==> src/rtl/sum_frame_serializer_if.sv <==
// Sample handshake and serial-output bundle between the adder side and the frame serializer.
// The serializer takes the slave view and the upstream/observer side takes the master view.
interface sum_frame_serializer_if #(
  parameter int SAMPLE_W = 5
);
  logic [SAMPLE_W-1:0] sum_i;
  logic                sum_valid_i;
  logic                sum_ready_o;
  logic                ser_o;
  logic                ser_frame_o;
  logic                frame_done_o;
  logic                overflow_o;

  modport master (
    output sum_i, sum_valid_i,
    input  sum_ready_o, ser_o, ser_frame_o, frame_done_o, overflow_o
  );

  modport slave (
    input  sum_i, sum_valid_i,
    output sum_ready_o, ser_o, ser_frame_o, frame_done_o, overflow_o
  );
endinterface

==> src/rtl/sum_frame_serializer.sv <==
// Sums FRAME_LEN adder samples into a saturating total and shifts it out MSB-first
// as {start=1, total, even parity} on a single serial pin.
module sum_frame_serializer #(
  parameter int SAMPLE_W  = 5,
  parameter int FRAME_LEN = 4,
  parameter int ACC_W     = 8
) (
  input  logic                  clk,
  input  logic                  rst,
  sum_frame_serializer_if.slave bus
);

  localparam int CNT_W   = $clog2(FRAME_LEN + 1);
  localparam int BIT_W   = $clog2(ACC_W + 3);
  localparam int SUM_W   = ((ACC_W > SAMPLE_W) ? ACC_W : SAMPLE_W) + 1;
  localparam int SHIFT_W = ACC_W + 2;

  localparam logic [CNT_W-1:0] CNT_LAST  = CNT_W'(FRAME_LEN - 1);
  localparam logic [BIT_W-1:0] BIT_LAST  = BIT_W'(ACC_W + 1);
  localparam logic [BIT_W-1:0] BIT_PREV  = BIT_W'(ACC_W);
  localparam logic [SUM_W-1:0] SUM_MAX   = SUM_W'((1 << ACC_W) - 1);
  localparam logic [ACC_W-1:0] ACC_MAX   = {ACC_W{1'b1}};

  typedef enum logic [0:0] {
    ST_ACCUM = 1'b0,
    ST_SEND  = 1'b1
  } state_t;

  function automatic logic f_even_parity(input logic [ACC_W-1:0] i_data);
    return ^i_data;
  endfunction

  state_t             r_state,     w_state_nxt;
  logic [ACC_W-1:0]   r_acc,       w_acc_nxt;
  logic [CNT_W-1:0]   r_cnt,       w_cnt_nxt;
  logic [BIT_W-1:0]   r_bit_cnt,   w_bit_cnt_nxt;
  logic [SHIFT_W-1:0] r_shift,     w_shift_nxt;
  logic               r_ready,     w_ready_nxt;
  logic               r_frame,     w_frame_nxt;
  logic               r_done,      w_done_nxt;
  logic               r_ovf,       w_ovf_nxt;

  logic [SUM_W-1:0]   w_sum;
  logic               w_sat;
  logic [ACC_W-1:0]   w_acc_final;

  // The wide adder makes any carry past ACC_W visible so the total can clamp.
  assign w_sum       = SUM_W'(r_acc) + SUM_W'(bus.sum_i);
  assign w_sat       = (w_sum > SUM_MAX);
  assign w_acc_final = w_sat ? ACC_MAX : w_sum[ACC_W-1:0];

  // Next-state and next-output logic for the accumulate/send FSM.
  always_comb begin
    w_state_nxt   = r_state;
    w_acc_nxt     = r_acc;
    w_cnt_nxt     = r_cnt;
    w_bit_cnt_nxt = r_bit_cnt;
    w_shift_nxt   = r_shift;
    w_ready_nxt   = r_ready;
    w_frame_nxt   = r_frame;
    w_done_nxt    = 1'b0;
    w_ovf_nxt     = r_ovf;
    case (r_state)
      ST_ACCUM: begin
        if (bus.sum_valid_i && r_ready) begin
          w_ovf_nxt = r_ovf | w_sat;
          if (r_cnt == CNT_LAST) begin
            w_shift_nxt   = {1'b1, w_acc_final, f_even_parity(w_acc_final)};
            w_acc_nxt     = '0;
            w_cnt_nxt     = '0;
            w_bit_cnt_nxt = '0;
            w_state_nxt   = ST_SEND;
            w_ready_nxt   = 1'b0;
            w_frame_nxt   = 1'b1;
          end else begin
            w_acc_nxt = w_acc_final;
            w_cnt_nxt = r_cnt + CNT_W'(1);
          end
        end else begin
          w_acc_nxt = r_acc;
        end
      end
      ST_SEND: begin
        // Zero fill leaves the register clear, so ser_o idles low after the parity bit.
        w_shift_nxt = {r_shift[SHIFT_W-2:0], 1'b0};
        if (r_bit_cnt == BIT_LAST) begin
          w_state_nxt   = ST_ACCUM;
          w_bit_cnt_nxt = '0;
          w_ready_nxt   = 1'b1;
          w_frame_nxt   = 1'b0;
        end else begin
          w_bit_cnt_nxt = r_bit_cnt + BIT_W'(1);
          w_done_nxt    = (r_bit_cnt == BIT_PREV);
        end
      end
      default: begin
        w_state_nxt   = ST_ACCUM;
        w_bit_cnt_nxt = '0;
        w_shift_nxt   = '0;
        w_ready_nxt   = 1'b1;
        w_frame_nxt   = 1'b0;
      end
    endcase
  end

  // State, datapath and output registers; rst drops any partial total or frame.
  always_ff @(posedge clk) begin
    if (rst) begin
      r_state   <= ST_ACCUM;
      r_acc     <= '0;
      r_cnt     <= '0;
      r_bit_cnt <= '0;
      r_shift   <= '0;
      r_ready   <= 1'b1;
      r_frame   <= 1'b0;
      r_done    <= 1'b0;
      r_ovf     <= 1'b0;
    end else begin
      r_state   <= w_state_nxt;
      r_acc     <= w_acc_nxt;
      r_cnt     <= w_cnt_nxt;
      r_bit_cnt <= w_bit_cnt_nxt;
      r_shift   <= w_shift_nxt;
      r_ready   <= w_ready_nxt;
      r_frame   <= w_frame_nxt;
      r_done    <= w_done_nxt;
      r_ovf     <= w_ovf_nxt;
    end
  end

  assign bus.sum_ready_o  = r_ready;
  assign bus.ser_o        = r_shift[SHIFT_W-1];
  assign bus.ser_frame_o  = r_frame;
  assign bus.frame_done_o = r_done;
  assign bus.overflow_o   = r_ovf;

endmodule
==> src/flat_wrapper.sv <==
// flat-port wrapper written by rule: the top's interface ports become plain ports
module sum_frame_serializer_flat 
#(
  parameter int SAMPLE_W  = 5,
  parameter int FRAME_LEN = 4,
  parameter int ACC_W     = 8
)
  (clk, rst, bus_sum_i, bus_sum_valid_i, bus_sum_ready_o, bus_ser_o, bus_ser_frame_o, bus_frame_done_o, bus_overflow_o);
  sum_frame_serializer_if #(.SAMPLE_W(SAMPLE_W)) bus_i ();
  input  logic clk;
  input  logic rst;
  input wire logic [$bits(bus_i.sum_i)-1:0] bus_sum_i;
  input wire logic [$bits(bus_i.sum_valid_i)-1:0] bus_sum_valid_i;
  output wire logic [$bits(bus_i.sum_ready_o)-1:0] bus_sum_ready_o;
  output wire logic [$bits(bus_i.ser_o)-1:0] bus_ser_o;
  output wire logic [$bits(bus_i.ser_frame_o)-1:0] bus_ser_frame_o;
  output wire logic [$bits(bus_i.frame_done_o)-1:0] bus_frame_done_o;
  output wire logic [$bits(bus_i.overflow_o)-1:0] bus_overflow_o;
  assign bus_i.sum_i = bus_sum_i;
  assign bus_i.sum_valid_i = bus_sum_valid_i;
  assign bus_sum_ready_o = bus_i.sum_ready_o;
  assign bus_ser_o = bus_i.ser_o;
  assign bus_ser_frame_o = bus_i.ser_frame_o;
  assign bus_frame_done_o = bus_i.frame_done_o;
  assign bus_overflow_o = bus_i.overflow_o;
  sum_frame_serializer #(.SAMPLE_W(SAMPLE_W), .FRAME_LEN(FRAME_LEN), .ACC_W(ACC_W)) u_core (.clk(clk), .rst(rst), .bus(bus_i));
endmodule
==> config.mk <==
export PLATFORM = sky130hd
export DESIGN_NAME = sum_frame_serializer_flat
export DESIGN_NICKNAME = d
export VERILOG_FILES = /design/src/rtl/sum_frame_serializer_if.sv /design/src/rtl/sum_frame_serializer.sv /design/src/flat_wrapper.sv
export SDC_FILE = /design/constraint.sdc
export NUM_CORES = 1
export LEC_CHECK = 0
export ABC_AREA = 1
export ABC_CLOCK_PERIOD_IN_PS = 2740
export CORE_MARGIN = 3
export CORE_UTILIZATION = 57
export DETAILED_ROUTE_END_ITERATION = 12
export PLACE_DENSITY = 0.78
export SYNTH_ARGS = -nofsm -noshare
export SYNTH_HDL_FRONTEND = slang
export SYNTH_SLANG_ARGS = --single-unit
export TNS_END_PERCENT = 20
==> constraint.sdc <==
create_clock -name clk -period 2.74 [get_ports clk]
set_input_delay 0.685 -clock clk [delete_from_list [all_inputs] [get_ports clk]]
set_output_delay 0.685 -clock clk [all_outputs]
set_load 0.02 [all_outputs]
==> results.json, run 1 <==
{
  "status": "finished clean",
  "path_cells": "clkdlybuf4s50_1 -> ha_1 -> fa_1 -> nand2_1 -> nand2_1 -> nand3_2 -> nand2_2 -> nor2_1 -> nand2_1 -> nand2_1 -> nand2_2 -> nand2_2 -> inv_2 -> nand2_1 -> nand3_2 -> a21oi_2",
  "finalCritPeriodShare": 0.932,
  "numCtsBuffers": 5,
  "slew-limit-headroom": 0.737,
  "end_kind": "register",
  "crit_required_ps": 3020,
  "rsz0062_at_grt": "no",
  "worstMarginPinSlew_ps": 395,
  "critPathArrivalTime_ps": 2830,
  "hold_buffers": 0,
  "fmax_mhz": 392,
  "whs_ps": 452,
  "clock_skew_ps": 11.0,
  "vdd_drop_max_mv": 0.503,
  "dieArea_mm2": 0.00364,
  "fin_ws_ps": 187,
  "pre_cts_ws_ps": -148,
  "grtUsageTotal": 0.212,
  "drv_cap": 0,
  "dr.pass1.iters": 4,
  "path_max_fanout": 4,
  "final_core_util": 0.705,
  "die_h_um": 60.3,
  "postSynthNetCount": 268,
  "synth_area_leaders": "dfxtp_1, nand2_1, inv_1",
  "drc": 0,
  "p_per_area_mw_per_mm2": 500,
  "clk_path_buf_depth": 2,
  "grt_util_met3": 0.0648,
  "worst_path_max_delay_cell": "clkdlybuf4s50_1",
  "numClockSinks": 30,
  "grt_max_degree": 21,
  "hold_viol": 0,
  "p_comb_frac": 0.241,
  "cts_tree": "done",
  "start_kind": "input port",
  "top_usage_layer": "met2",
  "yosys.cell_types.count": 29,
  "wl_per_cell_um": 11.0,
  "setup_viol": 0,
  "post_cts_resized": 0,
  "hp-class": "register to register",
  "clk_pin_slew_ps": 100,
  "grtUsageMet1": 0.280,
  "grt_antenna_before_repair": 0,
  "power_frac_seq": 0.472,
  "final_layout_size_suffix_gt1_frac": 0.140,
  "core_region_area_mm2": 0.00278,
  "syn_avg_cell_area_um2": 6.65,
  "place_congestion": 0.848,
  "switching_share": 0.318,
  "layout_commonest_cell": "nand2_1",
  "ys_seq_area_frac": 0.357,
  "cellInternalPower_uw": 669,
  "syn_area_mm2": 0.00168,
  "path_class": "input port to register",
  "clock-root-buffer": "clkbuf_4",
  "ys.warnings.count": 0,
  "grt_pass1_wl_um": 5630,
  "clkLatencyLatePin_ps": 330,
  "final_cell_mix": "nand2_1, dfxtp_1, inv_1",
  "pin_count": 13,
  "gr-total-overflow": 0,
  "cp_common_cell": "nand2_1",
  "synth_area_leader_cell": "dfxtp_1",
  "fillerInstances": 245,
  "synth-seq-cells": 30,
  "viasPerCell": 5.12,
  "io_buffers": 12,
  "synth_cells": 253,
  "async_flop_share": 0,
  "drtIter0Drc": 76,
  "leakagePower_uw": 0.000918,
  "area_growth_pct": 16.6,
  "critPathMaxStageDelay_ps": 400,
  "row_count": 19,
  "synth-edff-count": 0,
  "wirelength_um": 3390,
  "min_period_ps": 2550,
  "netSwitchingPower_uw": 312,
  "fin_setup_tns_ps": 0,
  "cts_setup_buffers": 0,
  "start_util": 0.605,
  "post-dp-hpwl_um": 2610,
  "grt_pass1_vias": 1318,
  "slew_violations": 0,
  "power_frac_clock": 0.287,
  "drt.antenna.violating_nets": 0,
  "finalNetCount": 292,
  "diodes": 0,
  "synth-main-ff-cell": "dfxtp_1",
  "htreeDepth": 2,
  "use_met2": 0.319,
  "dieWidth_um": 60.3,
  "vias": 1582,
  "synth_top_area_frac": 0.357
}
critical path: cells and delay by family:
kind | cells | cell delay [ps]
AOI/OAI and AO/OA | 1 | 110
buffers and inverters | 2 | 430
and+or+nand+nor | 11 | 990
adders and majority gates | 2 | 600
power groups by stage:
stage                     Clock (uW)  Sequential, uW  Combinational (uW)
after floorplan                    0             470                 174
after global placement             0             473                 230
after detailed placement           0             473                 235
after CTS                        292             463                 237
after global routing             313             465                 271
final                            282             463                 236
synthesized netlist by cell type, types with 2 or more instances:
| cell | n |
|---|---|
| nand2_1 | 92 |
| dfxtp_1 | 30 |
| inv_1 | 27 |
| nor2_1 | 18 |
| a21oi_1 | 15 |
| nand3_1 | 13 |
| a31oi_1 | 9 |
| nand2_2 | 8 |
| clkbuf_1 | 6 |
| ha_1 | 6 |
| nand3_2 | 6 |
| nand4_1 | 3 |
| o21ai_0 | 3 |
| inv_2 | 2 |
logic make-up after synthesis:
group | synth area share
flops | 0.357
xor+xnor | 0.00521
fa+ha+maj | 0.0565
simple gates | 0.383
compound gates | 0.111
buf+inv | 0.0871
registers in the layout, indices dropped and copies added (netlist names):
register                 flops
u_core.r_acc                 8
u_core.r_bit_cnt             4
u_core.bus.ser_frame_o       1
u_core.bus.frame_done_o      1
u_core.bus.sum_ready_o       1
u_core.r_shift              10
u_core.bus.overflow_o        1
u_core.r_state               1
u_core.r_cnt                 3
per-layer routing:
| metal | routed length (um) | vias to the layer above |
|---|---|---|
| met1 | 1690 | 699 |
| met5 | 0 | - |
| met4 | 71 | 0 |
| met2 | 1530 | 18 |
| met3 | 101 | 7 |
| li1 | - | 858 |
worst paths after layout:
check / start / to / slack, ps / cells past startpoint
worst max-delay path: bus_sum_i[0] / u_core.r_shift[0] / 190 / 16
worst min-delay path: u_core.r_shift[9] / u_core.r_shift[9] / 450 / 2
worst max register to register: u_core.r_acc[0] / u_core.r_shift[0] / 650 / 15
worst min register to register: u_core.r_shift[9] / u_core.r_shift[9] / 450 / 2
layout make-up:
| class | instances | area [um^2] | share of cell area |
|---|---|---|---|
| clock buffers | 6 | 51.3 | 0.0262 |
| repair buffers | 24 | 210 | 0.107 |
| multi-input cells | 186 | 935 | 0.477 |
| clock inverters | 2 | 12.5 | 0.00638 |
| flip-flops and latches | 30 | 601 | 0.306 |
| inverters | 30 | 113 | 0.0574 |
| well taps | 31 | 38.8 | 0.0198 |
through the flow:
step,cells,total power [uW],cell area [um^2]
2_1_floorplan,253,644,1680
3_3_place_gp,301,703,1900
3_5_place_dp,301,709,1900
4_1_cts,309,993,1960
5_1_grt,309,1050,1960
6_report,309,981,1960
Note: power is estimated with default switching activity, not from simulation.
==> inputs of run 2 (changes only) <==
--- a/config.mk
+++ b/config.mk
@@ -8,8 +8,9 @@
 export ABC_AREA = 1
 export ABC_CLOCK_PERIOD_IN_PS = 2740
-export CORE_MARGIN = 3
+export CORE_MARGIN = 2
 export CORE_UTILIZATION = 57
 export DETAILED_ROUTE_END_ITERATION = 12
 export PLACE_DENSITY = 0.78
+export SKIP_CTS_REPAIR_TIMING = 1
 export SYNTH_ARGS = -nofsm -noshare
 export SYNTH_HDL_FRONTEND = slang
==> constraint.sdc (replaced) <==
create_clock -name clk -period 2.74 [get_ports clk]
set_input_delay 0.411 -clock clk [delete_from_list [all_inputs] [get_ports clk]]
set_output_delay 0.411 -clock clk [all_outputs]
set_load 0.02 [all_outputs]
==> run 2 against run 1 <==
Net effect:
- via count grew 1.6%
- combinational power shrank 5%
- sequential share of layout area grew 1.1 points
- register-to-register slack lost 100 ps
- worst setup slack gained 170 ps
- global-route usage grew 1.9 points
- maximum frequency grew 7.3%
- wire length grew 2.2%
==> results.json, run 2 (synthesized netlist as in run 1, its figures left out) <==
{
  "status": "finished clean",
  "row_count": 19,
  "clk_path_buf_depth": 2,
  "final_cell_mix": "nand2_1, dfxtp_1, inv_1",
  "fillerInstances": 252,
  "final_layout_size_suffix_gt1_frac": 0.112,
  "grtUsageTotal": 0.231,
  "r2r_slack_ps": 550,
  "gr-total-overflow": 0,
  "min_period_ps": 2380,
  "drtIter0Drc": 114,
  "worstMarginPinSlew_ps": 536,
  "clock_skew_ps": 12.6,
  "postLayoutCellArea_mm2": 0.00189,
  "drc": 0,
  "fmax_mhz": 420,
  "whs_ps": 455,
  "drt.antenna.violating_nets": 0,
  "crit_required_ps": 3020,
  "cp-startpoint": "bus_sum_i[0]",
  "vias": 1608,
  "clk_pin_slew_ps": 100,
  "wl_per_cell_um": 11.6,
  "place_congestion": 0.832,
  "drv_cap": 0,
  "viasPerCell": 5.36,
  "area_growth_pct": 12.6,
  "path_max_fanout": 11,
  "cts_tree": "done",
  "min_from": "u_core.r_shift[9]",
  "dp_cells": 292,
  "post-dp-hpwl_um": 2600,
  "worst_path_max_delay_cell": "fa_1",
  "setup_viol": 0,
  "multi_input_area_um2": 935,
  "end_kind": "register",
  "whs_path_depth": 2,
  "path_cells": "clkdlybuf4s50_1 -> ha_1 -> fa_1 -> nand2_1 -> nand2_1 -> nand3_2 -> nand2_2 -> inv_2 -> nand2_1 -> nand2_1 -> nand2_1 -> nand2_2 -> nand2_1 -> nand2_1 -> nand3_2 -> a21oi_2",
  "grt_pass1_vias": 1486,
  "layout_commonest_cell": "nand2_1",
  "switching_share": 0.325,
  "numCtsBuffers": 5,
  "cp_common_cell": "nand2_1",
  "hold_viol": 0,
  "grt_max_degree": 16,
  "wirelength_um": 3470,
  "numClockSinks": 30,
  "crit_end": "u_core.r_shift[0]",
  "grt_antenna_before_repair": 0,
  "dieArea_mm2": 0.00340,
  "seq_area_um2": 601,
  "worstReg2RegEnd": "u_core.r_shift[0]",
  "power_frac_seq": 0.475,
  "die_h_um": 58.3,
  "leakagePower_uw": 0.000873,
  "worstReg2RegStart": "u_core.r_acc[0]",
  "hp-class": "register to register",
  "dieWidth_um": 58.3,
  "regMostFlops": "u_core.r_shift",
  "largest_reg_flops": 10,
  "diodes": 0,
  "placed_cell_area_mm2": 0.00183,
  "p_per_area_mw_per_mm2": 515,
  "htreeDepth": 2,
  "vdd_drop_max_mv": 0.480,
  "clkLatencyLatePin_ps": 330,
  "slew_violations": 0,
  "core_region_area_mm2": 0.00278,
  "critPathArrivalTime_ps": 2660,
  "path_class": "input port to register",
  "rsz0062_at_grt": "no",
  "power_frac_clock": 0.295,
  "cellInternalPower_uw": 658,
  "netSwitchingPower_uw": 317,
  "final_core_util": 0.681,
  "pin_count": 13,
  "clock-root-buffer": "clkbuf_4",
  "p_comb_frac": 0.230,
  "grt_pass1_wl_um": 6110,
  "finalCritPeriodShare": 0.869,
  "top_regs": "u_core.r_shift: 10 flops, u_core.r_acc: 8 flops, u_core.r_bit_cnt: 4 flops",
  "critPathMaxStageDelay_ps": 410,
  "slew-limit-headroom": 0.642,
  "r2r_cells": 15,
  "finalNetCount": 283,
  "start_kind": "input port",
  "io_buffers": 12,
  "dr.pass1.iters": 4,
  "start_util": 0.605,
  "layout.cells.non_filler": 300,
  "fin_setup_tns_ps": 0
}
[run 2: cell types whose count changed in the layout (fill, tap and decap cells not counted), sizes merged]
cell  before  now
buf       12    3
[run 2: cell type report]
| cell class | instances | share of cell area |
|---|---|---|
| inverters | 30 | 0.0595 |
| multi-input cells | 186 | 0.494 |
| repair buffers | 15 | 0.0753 |
| clock buffers | 6 | 0.0271 |
| flip-flops and latches | 30 | 0.317 |
| clock inverters | 2 | 0.00661 |
| well taps | 31 | 0.0205 |
[run 2: how the worst min path moves through the flow]
stage	end	slack, ps
2_1_floorplan	u_core.r_cnt[0]	440
3_3_place_gp	u_core.r_shift[9]	440
3_5_place_dp	u_core.r_shift[9]	450
4_1_cts	u_core.r_shift[9]	460
5_1_grt	u_core.r_shift[9]	500
6_report	u_core.r_shift[9]	460
[run 2: power by group through the flow]
stage               clock network (uW)  registers [uW]  logic, uW
finish                             287             463        224
global route                       317             465        257
CTS                                297             463        224
detailed placement                   0             473        223
global placement                     0             472        221
floorplan                            0             470        174
[run 2: routing by layer]
metal	up-vias	global-route usage	share of wire
met3	2	0.0593	0.034
met1	742	0.290	0.50
met4	0	0.0864	0.0061
li1	840	-	-
met2	24	0.380	0.46
met5	-	0	0
[run 2: worst max-delay path, delay by kind of cell]
kind            cells  cell delay [ps]
compound gates      1              110
fa+ha+maj           2              630
buf+inv             2              580
simple gates       11              920
[run 2: per-stage QoR]
step	power, uW	setup WS, ps
2_1_floorplan	644	641
3_3_place_gp	694	125
3_5_place_dp	696	25.8
4_1_cts	984	376
5_1_grt	1040	208
6_report	975	360
==> inputs of run 3 (changes only) <==
- CORE_UTILIZATION: 57 -> 50
- PLACE_DENSITY: 0.78 -> 0.7
- SLEW_MARGIN: unset -> 20
==> run 3 against run 2 <==
Net effect:
- maximum frequency is 1.8% higher
- sequential share of layout area is 0.60 points lower
- clock power rose by 28%
- design area increased by 1.9%
- wire length is 1.6% lower
- largest power group unchanged
- largest cell class unchanged
- flip-flop and latch count unchanged
==> results.json, run 3 (synthesized netlist as in run 1, its figures left out) <==
{
  "clk_path_buf_depth": 2,
  "largest_reg_flops": 10,
  "grt_antenna_before_repair": 0,
  "clock-root-buffer": "clkbuf_4",
  "pre_cts_ws_ps": 64.2,
  "clock_skew_ps": 3.07,
  "critPathMaxStageDelay_ps": 400,
  "crit_required_ps": 3020,
  "fin_setup_tns_ps": 0,
  "top_regs": "u_core.r_shift: 10 flops, u_core.r_acc: 8 flops, u_core.r_bit_cnt: 4 flops",
  "final_layout_size_suffix_gt1_frac": 0.108,
  "wl_per_cell_um": 10.9,
  "rsz0062_at_grt": "no",
  "drc": 0,
  "drv_cap": 0,
  "grt_pass1_wl_um": 5930,
  "area_growth_pct": 14.7,
  "grt_pass1_vias": 1356,
  "pin_count": 13,
  "wl_met2_um": 1550,
  "dieArea_mm2": 0.00384,
  "worstReg2RegStart": "u_core.r_acc[0]",
  "htreeDepth": 2,
  "clk_pin_slew_ps": 90,
  "vdd_drop_max_mv": 0.422,
  "dieWidth_um": 62.0,
  "slew_violations": 0,
  "route.met3.wl_um": 94,
  "drt.antenna.violating_nets": 0,
  "critPathBufInv": 2,
  "start_kind": "input port",
  "clkLatencyLatePin_ps": 340,
  "path_cells": "clkdlybuf4s50_1 -> ha_1 -> fa_1 -> nand2_1 -> nand2_1 -> nand3_2 -> nand2_2 -> inv_2 -> nand2_1 -> nand2_1 -> nand2_1 -> nand2_2 -> nand2_1 -> nand2_1 -> nand3_2 -> a21oi_2",
  "leakagePower_uw": 0.000883,
  "numCtsBuffers": 5,
  "r2r_cells": 15,
  "viasPerCell": 5.02,
  "die_h_um": 62.0,
  "whs_ps": 457,
  "fin_ws_ps": 402,
  "slew-limit-headroom": 0.603,
  "p_per_area_mw_per_mm2": 546,
  "finalCritPeriodShare": 0.853,
  "drt-met1-wl_um": 1690,
  "r2r_slack_ps": 580,
  "regMostFlops": "u_core.r_shift",
  "hold_viol": 0,
  "worstReg2RegEnd": "u_core.r_shift[0]",
  "hp-class": "register to register",
  "diodes": 0,
  "numClockSinks": 30,
  "end_kind": "register",
  "critical-path-top-delay-family": "simple AND/OR/NAND/NOR gates",
  "path_class": "input port to register",
  "grtUsageTotal": 0.214,
  "top_layer_used": "met4",
  "setup_viol": 0,
  "min_from": "u_core.r_shift[9]",
  "wirelength_um": 3410,
  "core_region_area_mm2": 0.00328,
  "vias": 1577,
  "dr.pass1.iters": 4,
  "place_congestion": 0.814,
  "worst_hold_path.endpoint": "u_core.r_shift[9]",
  "final_cell_mix": "nand2_1, dfxtp_1, inv_1",
  "grt_max_degree": 18,
  "critPathArrivalTime_ps": 2620,
  "whs_path_depth": 2,
  "path_max_fanout": 11,
  "fmax_mhz": 428,
  "layout_commonest_cell": "nand2_1",
  "min_period_ps": 2340,
  "gr-total-overflow": 0,
  "worst_path_max_delay_cell": "clkdlybuf4s50_1",
  "cts_tree": "done",
  "start_util": 0.512,
  "cp_common_cell": "nand2_1",
  "finalNetCount": 283,
  "io_buffers": 12,
  "row_count": 21,
  "drtIter0Drc": 122,
  "worstMarginPinSlew_ps": 594,
  "status": "finished clean",
  "post-dp-hpwl_um": 2550
}
[run 3: stage by stage]
| step | total power [uW] | area (um^2) | utilization | instances |
|---|---|---|---|---|
| 6_report | 1050 | 1930 | 0.587 | 314 |
| 5_1_grt | 1120 | 1930 | 0.587 | 314 |
| 4_1_cts | 1060 | 1930 | 0.587 | 314 |
| 3_5_place_dp | 695 | 1850 | 0.563 | 307 |
| 3_3_place_gp | 694 | 1850 | 0.563 | 307 |
| 2_1_floorplan | 644 | 1680 | - | 253 |
[run 3: worst max path at each step]
stage | start | to | cells after the start | slack [ps]
2_1_floorplan | bus_sum_i[0] | u_core.r_shift[0] | 15 | 640
3_3_place_gp | bus_sum_i[0] | u_core.r_shift[0] | 16 | 120
3_5_place_dp | bus_sum_i[0] | u_core.r_shift[0] | 16 | 60
4_1_cts | bus_sum_i[0] | u_core.r_shift[0] | 16 | 420
5_1_grt | bus_sum_i[0] | u_core.r_shift[0] | 16 | 230
6_report | bus_sum_i[0] | u_core.r_shift[0] | 16 | 400
[run 3: metal layers]
metal | GRT usage | vias up
met5 | 0 | -
met4 | 0.100 | 0
met3 | 0.0497 | 7
met2 | 0.324 | 17
met1 | 0.286 | 707
li1 | - | 846
[run 3: cell type report]
type | count | area, um^2
clock buffers | 6 | 51.3
inverters | 30 | 113
fillers | 323 | 1360
clock inverters | 1 | 30.0
flip-flops and latches | 30 | 601
multi-input cells | 186 | 935
repair buffers | 15 | 143
well taps | 46 | 57.6
[run 3: power by group]
group	switching (uW)	total (uW)	internal, uW	leakage (uW)
clock	155	367	212	0.0000443
combinational	140	224	83.9	0.000596
sequential	12.0	463	451	0.000243
total	307	1050	747	0.000883
[run 3: worst reg2reg max path: cells and delay by family, from the launching register on]
family,cells,cell delay [ps]
and+or+nand+nor,11,910
adders and majority gates,2,610
DFF,1,320
buffers and inverters,1,180
AOI/OAI and AO/OA,1,100
